## config.mk

```make
export PLATFORM = sky130hd
export DESIGN_NAME = multicycle_ctrl
export DESIGN_NICKNAME = d
export VERILOG_FILES = /design/src/rtl/cpu_pkg.sv /design/src/rtl/ctrl_decode.sv /design/src/rtl/multicycle_ctrl.sv
export SDC_FILE = /design/constraint.sdc
export NUM_CORES = 1
export LEC_CHECK = 0
export BUFFER_PORTS_ARGS = -buffer_cell sky130_fd_sc_hd__buf_2
export CORE_UTILIZATION = 53
export CTS_CLUSTER_SIZE = 24
export DETAILED_ROUTE_END_ITERATION = 7
export PLACE_DENSITY = 0.85
export SETUP_SLACK_MARGIN = 0.02
export SYNTH_ARGS = -nofsm -noshare
export SYNTH_HDL_FRONTEND = slang
export SYNTH_SLANG_ARGS = --single-unit
```

## constraint.sdc

```tcl
create_clock -name clk_i -period 6.44 [get_ports clk_i]
set_clock_uncertainty 0.05 [all_clocks]
set_input_delay 0.322 -clock clk_i [delete_from_list [all_inputs] [get_ports clk_i]]
set_output_delay 0.322 -clock clk_i [all_outputs]
set_load 0.1 [all_outputs]
```

## src/rtl/cpu_pkg.sv

```systemverilog
// -----------------------------------------------------------------------------
// cpu_pkg
// Shared definitions for the multi-cycle CPU control path:
//   - 4-bit opcode constants (IR[31:28])
//   - ALU operation, PC source and write-back source encodings
//   - controller state enum and the coarse opcode class used for sequencing
// No ports; imported by ctrl_decode and multicycle_ctrl.
// -----------------------------------------------------------------------------
package cpu_pkg;

  // Opcodes, in ISA order
  localparam logic [3:0] ALU_LW    = 4'd0;
  localparam logic [3:0] ALU_SW    = 4'd1;
  localparam logic [3:0] ALU_LI    = 4'd2;
  localparam logic [3:0] ALU_ADDU  = 4'd3;
  localparam logic [3:0] ALU_ADDIU = 4'd4;
  localparam logic [3:0] ALU_SLL   = 4'd5;
  localparam logic [3:0] ALU_MUL   = 4'd6;
  localparam logic [3:0] ALU_BGE   = 4'd7;
  localparam logic [3:0] ALU_J     = 4'd8;
  localparam logic [3:0] ALU_MULI  = 4'd9;

  // ALU operations
  localparam logic [2:0] OP_ADD = 3'b000;
  localparam logic [2:0] OP_MUL = 3'b001;
  localparam logic [2:0] OP_SLL = 3'b010;
  localparam logic [2:0] OP_BGE = 3'b011;

  // PC source select
  localparam logic [1:0] PC_SRC_STEP   = 2'd0;
  localparam logic [1:0] PC_SRC_BRANCH = 2'd1;
  localparam logic [1:0] PC_SRC_JUMP   = 2'd2;

  // Register-file write-back source select
  localparam logic [1:0] WB_ALU = 2'd0;
  localparam logic [1:0] WB_MEM = 2'd1;
  localparam logic [1:0] WB_MUL = 2'd2;
  localparam logic [1:0] WB_IMM = 2'd3;

  typedef enum logic [2:0] {
    S_IDLE,
    S_FETCH,
    S_DECODE,
    S_EXEC,
    S_MULW,
    S_MEM,
    S_WB,
    S_TRAP
  } state_t;

  // Where an opcode goes after DECODE/EXEC
  typedef enum logic [1:0] {
    CLS_ALU,     // EXEC then WB (ADDU, ADDIU, SLL, LI)
    CLS_MEM,     // EXEC then MEM (LW, SW)
    CLS_BRANCH,  // retires in EXEC (BGE, J)
    CLS_MUL      // MULW then WB (MUL, MULI)
  } op_class_t;

  // Opcodes above MULI are unassigned
  function automatic logic is_illegal(input logic [3:0] op);
    return op > ALU_MULI;
  endfunction

endpackage

```

## src/rtl/ctrl_decode.sv

```systemverilog
// -----------------------------------------------------------------------------
// ctrl_decode
// Combinational opcode/state decoder for multicycle_ctrl.
// Ports:
//   state     in   current controller state
//   op        in   latched opcode (IR[31:28])
//   alu_op    out  ALU operation (meaningful in EXEC and MULW)
//   alu_src_b out  ALU operand B: 0 = rt, 1 = sign-extended immediate
//   wb_sel    out  write-back source (meaningful in WB)
//   op_class  out  sequencing class of the opcode
//   illegal   out  opcode is unassigned
// -----------------------------------------------------------------------------
module ctrl_decode
  import cpu_pkg::*;
(
  input  state_t      state,
  input  logic [3:0]  op,
  output logic [2:0]  alu_op,
  output logic        alu_src_b,
  output logic [1:0]  wb_sel,
  output op_class_t   op_class,
  output logic        illegal
);

  always_comb begin
    op_class  = CLS_ALU;
    alu_op    = OP_ADD;
    alu_src_b = 1'b0;
    wb_sel    = WB_ALU;
    illegal   = is_illegal(op);

    case (op)
      ALU_LW, ALU_SW:    op_class = CLS_MEM;
      ALU_MUL, ALU_MULI: op_class = CLS_MUL;
      ALU_BGE, ALU_J:    op_class = CLS_BRANCH;
      default:           op_class = CLS_ALU;
    endcase

    // Datapath selects are only driven in the states that use them so that
    // IDLE and TRAP present an all-zero control word.
    case (state)
      S_EXEC: begin
        case (op)
          ALU_LW, ALU_SW, ALU_ADDIU: alu_src_b = 1'b1;
          ALU_SLL: begin
            alu_op    = OP_SLL;
            alu_src_b = 1'b1;
          end
          ALU_BGE: alu_op = OP_BGE;
          default: ;
        endcase
      end
      S_MULW: begin
        alu_op    = OP_MUL;
        alu_src_b = (op == ALU_MULI);
      end
      S_WB: begin
        case (op)
          ALU_LW:            wb_sel = WB_MEM;
          ALU_LI:            wb_sel = WB_IMM;
          ALU_MUL, ALU_MULI: wb_sel = WB_MUL;
          default:           wb_sel = WB_ALU;
        endcase
      end
      default: ;
    endcase
  end

endmodule

```

## src/rtl/multicycle_ctrl.sv

```systemverilog
// -----------------------------------------------------------------------------
// multicycle_ctrl
// Multi-cycle control FSM (fetch/decode/execute/memory/write-back) for the
// 4-bit-opcode CPU datapath.
// Parameters:
//   PC_STEP      PC increment applied by the datapath when pc_src_o = 0
// Ports:
//   clk_i        rising-edge clock
//   rst_n_i      synchronous active-low reset
//   run_i        run enable, sampled in IDLE and at instruction boundaries
//   mem_rdata_i  memory read data (instruction word during fetch)
//   mem_ack_i    memory access complete (pulse)
//   mul_done_i   multiplier result valid (pulse)
//   bge_taken_i  datapath comparison rs >= rt
//   mem_req_o    memory request; mem_we_o write qualifier; addr_sel_o 0=PC 1=ALU
//   ir_we_o      IR load; pc_we_o / pc_src_o PC load and source
//   alu_op_o     ALU op; alu_src_b_o operand B select
//   mul_start_o  multiplier start pulse
//   reg_we_o     register write; wb_sel_o write-back source
//   illegal_o    sticky illegal-opcode flag
//   retired_o    retired instruction count (wraps)
// -----------------------------------------------------------------------------
module multicycle_ctrl
  import cpu_pkg::*;
#(
  parameter int unsigned PC_STEP = 4
) (
  input  logic        clk_i,
  input  logic        rst_n_i,
  input  logic        run_i,
  input  logic [31:0] mem_rdata_i,
  input  logic        mem_ack_i,
  input  logic        mul_done_i,
  input  logic        bge_taken_i,
  output logic        mem_req_o,
  output logic        mem_we_o,
  output logic        addr_sel_o,
  output logic        ir_we_o,
  output logic        pc_we_o,
  output logic [1:0]  pc_src_o,
  output logic [2:0]  alu_op_o,
  output logic        alu_src_b_o,
  output logic        mul_start_o,
  output logic        reg_we_o,
  output logic [1:0]  wb_sel_o,
  output logic        illegal_o,
  output logic [31:0] retired_o
);

  state_t      state_reg;
  state_t      state_next;
  state_t      after_retire;
  logic [3:0]  op_q;
  logic        mul_first_reg;
  logic [31:0] retired_reg;
  logic        retire;
  op_class_t   op_class;
  logic        op_illegal;

  // Only the opcode field of the fetched word is interpreted here, and the PC
  // adder lives in the datapath; these are kept on the interface for it.
  logic unused_bits;
  assign unused_bits = ^{mem_rdata_i[27:0], 32'(PC_STEP)};

  ctrl_decode u_decode (
    .state     (state_reg),
    .op        (op_q),
    .alu_op    (alu_op_o),
    .alu_src_b (alu_src_b_o),
    .wb_sel    (wb_sel_o),
    .op_class  (op_class),
    .illegal   (op_illegal)
  );

  assign after_retire = run_i ? S_FETCH : S_IDLE;
  assign illegal_o    = (state_reg == S_TRAP);  // TRAP is only left by reset
  assign retired_o    = retired_reg;

  always_ff @(posedge clk_i) begin
    if (!rst_n_i) begin
      state_reg     <= S_IDLE;
      op_q          <= 4'd0;
      mul_first_reg <= 1'b0;
      retired_reg   <= 32'd0;
    end else begin
      state_reg <= state_next;
      if (ir_we_o) begin
        op_q <= mem_rdata_i[31:28];
      end
      // Marks the first MULW cycle so the start strobe is a single pulse
      // however long the multiplier takes.
      mul_first_reg <= (state_next == S_MULW) && (state_reg != S_MULW);
      if (retire) begin
        retired_reg <= retired_reg + 32'd1;
      end
    end
  end

  always_comb begin
    state_next  = state_reg;
    mem_req_o   = 1'b0;
    mem_we_o    = 1'b0;
    addr_sel_o  = 1'b0;
    ir_we_o     = 1'b0;
    pc_we_o     = 1'b0;
    pc_src_o    = PC_SRC_STEP;
    mul_start_o = 1'b0;
    reg_we_o    = 1'b0;
    retire      = 1'b0;

    case (state_reg)
      S_IDLE: begin
        if (run_i) state_next = S_FETCH;
      end

      S_FETCH: begin
        mem_req_o = 1'b1;
        if (mem_ack_i) begin
          ir_we_o    = 1'b1;
          pc_we_o    = 1'b1;
          pc_src_o   = PC_SRC_STEP;
          state_next = S_DECODE;
        end
      end

      S_DECODE: begin
        if (op_illegal)                state_next = S_TRAP;
        else if (op_class == CLS_MUL)  state_next = S_MULW;
        else                           state_next = S_EXEC;
      end

      S_EXEC: begin
        case (op_class)
          CLS_MEM: state_next = S_MEM;
          CLS_BRANCH: begin
            retire     = 1'b1;
            state_next = after_retire;
            if (op_q == ALU_J) begin
              pc_we_o  = 1'b1;
              pc_src_o = PC_SRC_JUMP;
            end else if (bge_taken_i) begin
              pc_we_o  = 1'b1;
              pc_src_o = PC_SRC_BRANCH;
            end
          end
          default: state_next = S_WB;
        endcase
      end

      S_MULW: begin
        mul_start_o = mul_first_reg;
        // A done pulse in the entry cycle is accepted as well.
        if (mul_done_i) state_next = S_WB;
      end

      S_MEM: begin
        mem_req_o  = 1'b1;
        addr_sel_o = 1'b1;
        mem_we_o   = (op_q == ALU_SW);
        if (mem_ack_i) begin
          if (op_q == ALU_SW) begin
            retire     = 1'b1;
            state_next = after_retire;
          end else begin
            state_next = S_WB;
          end
        end
      end

      S_WB: begin
        reg_we_o   = 1'b1;
        retire     = 1'b1;
        state_next = after_retire;
      end

      S_TRAP: state_next = S_TRAP;

      default: state_next = S_IDLE;
    endcase
  end

endmodule

```

# --- After elaboration in Yosys (flattened, before gate mapping) ---
# Index checks and enable logic that the tools add are counted.
totals:
  elab_cells: 70
  output_inout_bits: 48
  ff_bits: 40
  inputBits: 38
op_classes:
  n_eq_ne: 20
  order_cmp: 1
  n_addsub: 1
  reduce_logical: 8
  muxes: 36
op_table:
  columns: ["op", "n"]
  rows:
  - ["$add 32x1->32 const B", 1]
  - ["$pmux 3 s8", 1]
  - ["$mux 3", 7]
  - ["$eq 4x3->1 const B", 4]
  - ["$mux 1", 16]
  - ["$eq 3x3->1 const B", 5]
  - ["$pmux 2 s3", 2]
  - ["$pmux 3 s2", 2]
  - ["$eq 4x4->1 const B", 2]
  - ["$mux 2", 4]
  - ["$reduce_or 2->1", 4]
  - ["$eq 3x2->1 const B", 2]
  - ["$eq 2x2->1 const B", 2]
  - ["$eq 4x1->1 const B", 1]
  - ["$eq 4x2->1 const B", 1]
  - ["$gt 4x4->1 const B", 1]
  - ["$logic_not 4->1", 1]
  - ["$pmux 1 s2", 2]
  - ["$pmux 2 s2", 1]
  - ["$reduce_or 4->1", 1]
  - ["$eq 3x1->1 const B", 1]
  - ["$logic_not 3->1", 1]
  - ["$ne 3x3->1 const B", 1]
  - ["$pmux 1 s3", 1]
  - ["other kinds (2)", 2]

# --- Longest topological paths before layout ---
# Gate-level depths: netlist of the first run.
logic_depth:
  ltp_word: 9
  mapped_depth: 14
  ltp_nobuf: 11

# --- Modules after synthesis ---
# Synthesis of the first run repeated with hierarchy kept, for this count alone.
hier_totals:
  hier_cells: 274
  area_unflattened_um2: 2338.5
modules_own_cells:
  columns: ["mod", "seq_area_each_um2", "n_inst", "cells_per_inst", "area_per_inst_um2"]
  rows:
  - ["multicycle_ctrl", 800.8, 1, 253, 2187.1]
  - ["ctrl_decode", 0.0, 1, 21, 151.4]

# --- Least setup slack after synthesis of the first run ---
# Ideal clock, no wire load.
synth_timing:
  kind: "register -> register"
  startpoint: "register state_reg[0]"
  endpoint: "register op_q[0]"
  setup_ns: 0.128
  arrival_ns: 3.988
  n_path_buf: 0
  t_required_ns: 6.262
  path_stages_with_launch: 6
  path_slack_ns: 2.274
  cell_sequence: "dfxtp_1 > nor2b_1 > nand2_1 > nor2_1 > mux2i_1 > nor2_1"
synth_between:
  elab_chain_len: 2
synth_lines:
  columns: ["item", "line_no", "text"]
  rows:
  - ["from (decl)", "multicycle_ctrl.sv:50", "state_t state_reg;"]
  - ["from (signal assigned)", "multicycle_ctrl.sv:86", "state_reg <= state_next;"]
  - ["$eq 3x1->1", "multicycle_ctrl.sv:111", "case (state_reg)"]
  - ["$mux 1", "multicycle_ctrl.sv:111", null]
  - ["named net ir_we_o", "multicycle_ctrl.sv:38", "output logic ir_we_o,"]
  - ["to (signal assigned)", "multicycle_ctrl.sv:88", "op_q <= mem_rdata_i[31:28];"]
  - ["to (decl)", "multicycle_ctrl.sv:53", "logic [3:0] op_q;"]
# The timed path passes the listed nets, and every way through them passes these cells.
# A chain may end at the register's enable or synchronous reset.

# --- Worst setup path after layout of the first run ---
layout_timing:
  startpoint: "register op_q[2]"
  endpoint: "register retired_reg[31] (netlist: retired_o[31])"
layout_between:
  elab_chain_len: 6
  elab_cells_between_ends: 15
  cone_classes: "eq/ne (6); mux (5); reduce/logical (4)"
layout_lines:
  columns: ["item", "line_no", "text"]
  rows:
  - ["$eq 4x4->1, or another cell as far along", "ctrl_decode.sv:32", "case (op)"]
  - ["$reduce_or 2->1", "ctrl_decode.sv:32", null]
  - ["$pmux 2 s3", "ctrl_decode.sv:32", null]
  - ["$eq 2x2->1", "multicycle_ctrl.sv:133", "case (op_class)"]
  - ["$mux 1", "multicycle_ctrl.sv:133", null]
  - ["$pmux 1 s3 (*)", "multicycle_ctrl.sv:111", null]
  - ["to (signal assigned)", "multicycle_ctrl.sv:94", "retired_reg <= retired_reg + 32'd1;"]
  - ["to (decl)", "multicycle_ctrl.sv:55", "logic [31:0] retired_reg;"]
# Mark *: on every way between the ends. The rest lies on a longest branch, timed or not.

==> results by stage, run 1 <==
Timing:
- The worst pin sits at a relative slew slack of between 30 and 40%.
- The fmax is between 300 and 400 MHz.
- The final hold violation count is 0.
- Setup repair after global routing left no endpoint under its margin.
- The final count of pins violating max slew is 0.
- At the pin with the least slew margin, the transition time is 0.897 ns.
- Setup violations remaining at the end of the flow were counted as 0.
- In the finished design, the share of the clock period the worst path needs comes to about 45%.
- The post-layout minimum cycle time is between 2 and 3 ns.
- Adding up every negative setup slack in the final design gives 0 ns.

Synth:
- Sorting the synthesized cells by area gives the leading types as sky130_fd_sc_hd__dfxtp_1, sky130_fd_sc_hd__xor2_1, sky130_fd_sc_hd__nor2_1.
- The mapped netlist covers 2260 um2.
- The largest total area in the synthesized netlist belongs to sky130_fd_sc_hd__dfxtp_1.
- The total of warnings raised by yosys is 0.
- The average footprint of a synthesized cell is approximately 8 um2.
- The number of nets in the synthesized netlist is about 330.
- The number of unique standard cell types used by synthesis is 46.
- After synthesis, flip-flops and latches occupy a little over a third of the total area.
- The top cell type's share of synthesized area is about 35%.
- Counting every instance in the synthesized netlist gives 283.
- The number of synthesized register bits is 40.

Finish:
- The repair_antennas step left the layout with diodes totalling 0.
- The post-layout instance count excluding filler cells is 378.
- The layout net count is roughly 370.
- The register with the most flip-flops in the layout has 32 of them.
- The library cell used most frequently in the layout, excluding fill and tap cells, is sky130_fd_sc_hd__buf_2.
- In the final layout, the share of cells above drive strength 1 is roughly 21%.
- From synthesis to final layout, the design area changed by 14.7%.
- Across the whole layout, storage elements account for about 800 um2.
- The area of the multi-input gates is roughly 1300 um2.
- The layout has 359 filler cells.
- In the layout the commonest cells are sky130_fd_sc_hd__buf_2, sky130_fd_sc_hd__dfxtp_1, sky130_fd_sc_hd__nor2_1, sky130_fd_sc_hd__nand2_1.

GRT:
- The initial antenna violation count came to 0.
- The global-route usage over all layers is a little under a quarter.
- In this run the most used layer during global routing was met2.
- The number of global-route vias before repair is between 1500 and 2000.
- For met3 alone, demand over resource in global routing was approximately 6.3%.
- The largest net degree at the start of global routing is 32.
- For met1 alone, demand over resource in global routing was 30.5%.
- Global routing finished with a remaining overflow of 0.
- For met2 alone, demand over resource in global routing was around two fifths.
- The first global-routing pass estimated between 8000 and 9000 um of wire.

Drt:
- For this run, design rule violations remaining after detail routing come to 0.
- In this run the remaining antenna-violating nets after routing total 0.
- After detailed routing, the average wire length per cell comes to between 10 and 15 um.
- The number of vias in the routed layout is 2158.
- After detailed routing, the total wire length is roughly 5000 um.
- Using the TritonRoute via totals, the vias-per-cell ratio works out to between 5 and 6.
- In this run, the number of DRC markers left after iteration 0 of detailed routing was around 220.
- The first TritonRoute pass finished after 4 iterations.

Placement:
- The count of placed standard cells including taps is around 370.
- At the end of routability-driven placement, the weighted congestion stood at approximately 0.87.
- The sum of net half-perimeters after detailed placement is 3530 um.
- The number of port buffers is 56.

Power:
- The worst-case IR drop observed on VDD is between 0.0001 and 0.00015 V.
- The power density over cell area is roughly 180 nW/um2.
- The analysis attributes to cell leakage a power of around 1.1 nW.

Floorplanning:
- For this design the top-level I/O count stands at 86.
- The die extent in x is slightly below 70 um.
- The die outline area is 4530 um2.
- The floorplan step set the die height to 67.3 um.
- The initialized floorplan defines 23 standard-cell rows.
- After floorplanning, the core was sized to cover 4060 um2.
- The starting utilization of the core area is 55.7%.

Clock tree:
- The clock tree root driver cell is sky130_fd_sc_hd__clkbuf_8.
- The post-cts hold buffer count is 0.
- At the later pin of the worst-skew pair, clock insertion delay measures slightly below 0.3 ns.
- In this run, CTS created clock tree buffers numbering 5.
- The H-tree was split into 2 levels.
- TritonCTS built the clock tree.
- The post-CTS setup buffer count is 0.
- The maximum clock insertion buffer count is 2.
- Clock-pin slew was measured on the worst setup and hold paths at around 0.070 ns.
- Counting every sink on the clock net gives 40.
- After clock tree synthesis, the repair step resized 0 gates.

Run:
- The tool flagged a number of max-cap violations equal to 0.

Worst setup path:
- For the worst setup path, the data arrival time is approximately 3.1 ns.
- The depth of the most critical reg-to-reg path is 8.
- The end of the critical path is retired_o[31].
- The endpoint required time on the critical path is 6.61 ns.
- The beginning of the worst register-to-register path is op_q[2].
- The most critical setup path has its startpoint at op_q[2].
- The sort of element at the start of the critical path is a register.
- The critical path endpoint category is a register.
- The worst register-to-register path ends at retired_o[31].
- In this run the worst path has a maximum fanout of 24.
- The path type of the worst setup path is register to register.
- The worst setup slack for register-to-register paths is approximately 3.5 ns.

Hold path:
- The worst min-delay path class is input port to register.

Run status:
- The flow ran to the end, and the final reports show no timing, DRC or antenna violations.
power by group:
part,total [mW],internal (mW),switching [mW]
combinational,0.0465,0.0133,0.0332
sequential,0.256,0.249,0.00632
clock,0.155,0.0736,0.0818
synthesized netlist by cell type, drive strengths merged:
cell type and number:
nand4 18, or4b 1, buf 6, nor2 36, inv 12, or3 4, dfxtp 40, a21o 3
a211o 1, o32a 1, clkbuf 13, nor2b 3, nand3b 3, a31oi 1, a41oi 1, nand3 12
nand4b 2, xor2 17, o31ai 2, a21boi 1, o21ai 7, or4 4, and3 11, nand2 26
and2 2, o22ai 3, and4 1, conb 1, o221ai 1, mux2i 6, a22oi 1, a21oi 13
o211ai 4, nor4 4, ha 5, nor3 7, nor3b 2, xnor2 3, nand2b 3, nor4b 2
area by class of cell:
type                       instances  area share (%)
sequential                        40            30.9
clock buffer                       6            2.80
tap                               50            2.41
inverter                          12            1.74
multi-input combinational        212            50.8
timing repair buffer              57            11.1
clock inverter                     1           0.193
how the worst min path moves through the flow:
stage                    startpoint            end  slack, ns  depth (start not counted)
floorplan                   rst_n_i  retired_o[12]       0.41                          2
global placement      retired_o[31]  retired_o[31]       0.40                          2
detailed placement    retired_o[31]  retired_o[31]       0.42                          2
CTS                 mem_rdata_i[28]        op_q[0]       0.21                          3
global route        mem_rdata_i[29]        op_q[1]       0.24                          3
finish              mem_rdata_i[28]        op_q[0]       0.22                          3
per-layer routing:
layer,routed length [um],share of wire [%]
met4,38,0.76
met1,2400,48
met2,2360,47
met3,231,4.6
met5,0,0
metrics by stage:
stage          utilization, %  instance area (um2)  power [mW]  hold slack (ns)  setup slack [ns]
6_report                 63.9                 2590       0.457            0.220              3.53
3_5_place_dp             61.9                 2510       0.307            0.416              3.52
4_1_cts                  63.9                 2590       0.462            0.212              3.51
2_1_floorplan               -                 2260       0.298            0.411              2.27
5_1_grt                  63.9                 2590       0.476            0.242              3.23
3_3_place_gp             61.9                 2510       0.306            0.398              3.59
logic make-up after synthesis:
logic type	synth area share, %
simple gates	33.6
flops	35.4
compound gates	11.4
buf+inv	6.26
xor+xnor	7.75
mux	2.66
fa+ha+maj	2.77
other cells	0.166
worst max-delay path, stage by stage, from the launching register on:
cell and delay (ns):
sky130_fd_sc_hd__dfxtp_1 0.50, sky130_fd_sc_hd__nand2_1 0.11, sky130_fd_sc_hd__o21ai_0 0.39, sky130_fd_sc_hd__ha_1 0.26, sky130_fd_sc_hd__nand4b_1 0.25, sky130_fd_sc_hd__o211ai_4 0.42
sky130_fd_sc_hd__nand2_1 0.24, sky130_fd_sc_hd__nor4_1 0.40, sky130_fd_sc_hd__mux2i_1 0.22
No activity file was read; power rests on OpenSTA's default activity.
==> run 2: changes to the inputs <==
Settings changed: CORE_UTILIZATION 53 to 49, PLACE_DENSITY 0.85 to 0.8.
Clock period 6.44 ns to 2.75 ns, I/O delays scaled along.
==> run 2 against run 1 <==
Effect of this change: flip-flop and latch count unchanged; design area is 5.8% higher; total power rose to 2.6 times the previous value; routed wire length is 9.7% higher; worst setup slack worse by 3.4 ns; core utilization down 1.3 points; sequential share of layout area fell by 1.5 points; clock-buffer cell count fell by 1; hold slack lost 0.19 ns; via count increased by 4.8%; critical path type is now register to primary output; critical endpoint is now pc_we_o.
==> results by stage, run 2 (synthesis results as in run 1) <==
GRT:
- The global-route wire length before repair was 9320 um (+13%).
- The largest net degree at the start of global routing is 27 (-16%).
- The global-route usage over all layers is 23.3% (-0.53 points).
- The number of global-route vias before repair is 2022 (+8.3%).
- The sum of overflow across all layers after global routing was 0 (unchanged).
- The initial antenna violation count was 0 (unchanged).

Timing:
- The final count of negative-setup-slack endpoints is 0 (unchanged).
- After layout, the minimum clock period comes to between 2 and 3 ns.
- Setup repair after global routing left no endpoint under its margin.
- The final count of pins violating max slew is 0 (unchanged).
- Based on the critical path, the design can be clocked at up to slightly below 400 MHz.
- The worst max-slew margin expressed relative to the limit was 44.8% (+5.1 points).
- The final worst setup slack is 0.149 ns (-3.38 ns).
- The total negative slack for setup checks is 0 ns (unchanged).
- The transition time at the pin with the least slew margin is 0.827 ns (-0.0700 ns).
- The final critical path takes up between 90% and 100% of the cycle.
- The final hold violation count is 0 (unchanged).
- The worst hold slack is 0.0276 ns (-0.192 ns).

Floorplanning:
- The die outline area was 4890 um2 (+7.9%).
- The starting utilization of the core area is 51.5% (-4.1 points).
- The number of top-level pins is 86 (unchanged).
- The standard-cell row count is 24 (+4.3%).
- The y dimension of the die is 69.9 um (+3.9%).
- The die extent in x is 69.9 um (+3.9%).
- The standard cell core area is 4380 um2 (+8.0%).

Worst setup path:
- Among cell families on the critical path, the largest total delay comes from buffers and inverters.
- The largest fanout on the critical path is 9 (-63%).
- The critical path buffer and inverter count came to 3 (+3).
- The beginning of the worst register-to-register path is op_q[1].
- Among all stages on the critical path, the largest delay is contributed by sky130_fd_sc_hd__dfxtp_2.
- The endpoint identified for the worst register-to-register timing path is retired_o[8].
- The launch point of the worst path is op_q[1].
- The depth of the most critical reg-to-reg path is 11 (+3).
- The end of the critical path is pc_we_o.
- The instance count on the critical path is 9 (+1).
- The worst setup slack for register-to-register paths is 0.19 ns (-3.34 ns).
- The endpoint required time on the critical path came to 2.56 ns (-4.05 ns).
- The critical path arrival is 2.41 ns (-0.68 ns).
- The worst stage delay on the critical path came to 0.37 ns (-0.13 ns).
- STA classifies the critical path endpoint as a primary output.
- STA classifies the critical path startpoint as a register.
- By startpoint and endpoint, the worst setup path is classified as register to primary output.
- The critical path's most frequent cell is sky130_fd_sc_hd__nor2_1.
- The signal on the critical path passes through nor2_1 > nor2_1 > o21ai_0 > inv_1 > ha_1 > nand4b_1 > buf_4 > o22ai_2 > buf_2.

Placement:
- The placer congestion estimate is 0.886 (+1.5%).
- The worst setup slack after placement is 0.0392 ns (-3.48 ns).
- The count of placed standard cells including taps is 382 (+3.0%).
- The sum of net half-perimeters after detailed placement is 3840 um (+8.8%).
- The number of port buffers is 56 (unchanged).
- The placed cell area is 2620 um2 (+4.2%).

Finish:
- Relative to the synthesized area, the layout overhead comes to 21.3%.
- In the layout the commonest cells are sky130_fd_sc_hd__buf_2, sky130_fd_sc_hd__nor2_1, sky130_fd_sc_hd__dfxtp_1, sky130_fd_sc_hd__nand2_1.
- The number of fillers in the final layout is 401 (+12%).
- The fraction of final layout cells sized beyond drive strength 1 is 26.6% (+5.9 points).
- The most common cell after layout, fill and taps aside is sky130_fd_sc_hd__buf_2.
- The flip-flop count of the largest register, all copies and words added came to 32 (unchanged).
- The layout net count is 380 (+2.4%).
- The final design instance area without fill is 2740 um2 (+5.8%).
- The post-layout instance count excluding filler cells is 390 (+3.2%).
- The number of diodes is 0 (unchanged).
- The utilization of the core after routing is 62.5% (-1.3 points).

Drt:
- The detailed-routing wirelength on met1 is 2470 um (+3.2%).
- The amount of wire on met2 after detailed routing is 2720 um (+15%).
- The number of vias per cell is 5.80 (+1.6%).
- The length of the first detailed-routing pass in iterations is 4 (unchanged).
- The detailed-route wire length per cell is 14.1 um (+6.3%).
- The initial DRC count is 216 (-2.7%).
- The DRC violations left is 0 (unchanged).
- The number of vias in the routed layout is 2262 (+4.8%).
- The highest routed metal layer is met4.
- The length of routed met3 wiring is 220 um (-4.8%).
- The routed wire length is 5510 um (+9.7%).
- The post-detailed-route count of antenna-violating nets is 0 (unchanged).

Clock tree:
- The insertion delay to the later sink of the worst-skew pair was 0.30 ns (about the same).
- The maximum clock insertion buffer count is 2 (unchanged).
- The clock-pin slew of the registers on the worst-case setup and hold paths was 0.08 ns (about the same).
- The clock tree root driver cell is sky130_fd_sc_hd__clkbuf_8.
- The number of sinks driven by the clock tree was 40 (unchanged).
- TritonCTS built the clock tree.
- The total clock buffers created by CTS is 5 (unchanged).
- The post-cts hold buffer count was 0 (unchanged).
- The number of levels the H-tree was split into came to 2 (unchanged).

Power:
- The power density over cell area is 441 nW/um2 (+150%).
- The total design power came to 1.21 mW (+160%).
- The maximum vdd drop is 0.000345 V (+220%).
- The leakage power figure is 1.19 nW (+6.0%).

Run status:
- The flow ran to the end, and the final reports show no timing, DRC or antenna violations.

Run:
- The reported max-cap violation count was 0 (unchanged).

Hold path:
- The worst min-delay path class is input port to register.
run 2: cell types whose count changed in the layout (fill, tap and decap cells not counted), moves of 2 or more:
cell,previous run,this run
sky130_fd_sc_hd__dfxtp_2,0,5
sky130_fd_sc_hd__nor4_2,1,3
sky130_fd_sc_hd__buf_4,1,10
sky130_fd_sc_hd__dfxtp_1,40,35
sky130_fd_sc_hd__nor4_1,3,1
run 2: timing repair:
action                                  CTS  global route
buffers inserted                          0             0
endpoints found under the setup margin    1            17
gates resized for setup                   1             3
run 2: cell type report:
| class | instances | area, um2 | area share (%) |
|---|---|---|---|
| clock buffers | 5 | 68.8 | 2.51 |
| clock inverters | 3 | 42.5 | 1.55 |
| inverters | 12 | 45.0 | 1.64 |
| multi-input cells | 212 | 1360 | 49.5 |
| flip-flops and latches | 40 | 807 | 29.4 |
| well taps | 52 | 65.1 | 2.37 |
| repair buffers | 66 | 355 | 13.0 |
run 2: layer usage:
metal	GRT usage [%]	up-vias
li1	-	1106
met1	29.1	1084
met2	39.5	62
met3	5.05	10
met4	8.00	0
met5	0	-
run 2: power by group:
group	internal, mW	switching (mW)	total, mW
clock	0.269	0.227	0.496
sequential	0.584	0.00897	0.593
combinational	0.0360	0.0854	0.121
run 2: worst min-delay path: stages:
cell                      delay [ns]
sky130_fd_sc_hd__buf_2          0.07
sky130_fd_sc_hd__mux2i_1        0.05
sky130_fd_sc_hd__nor2_1         0.07
run 2: how the worst min path moves through the flow:
stage,from,end,slack (ns),cells past startpoint
6_report,mem_rdata_i[30],op_q[2],0.03,3
3_5_place_dp,mem_rdata_i[30],op_q[2],0.34,3
5_1_grt,mem_rdata_i[28],op_q[0],0.04,3
3_3_place_gp,mem_rdata_i[30],op_q[2],0.33,3
2_1_floorplan,rst_n_i,retired_o[12],0.23,2
4_1_cts,mem_rdata_i[30],op_q[2],0.03,3
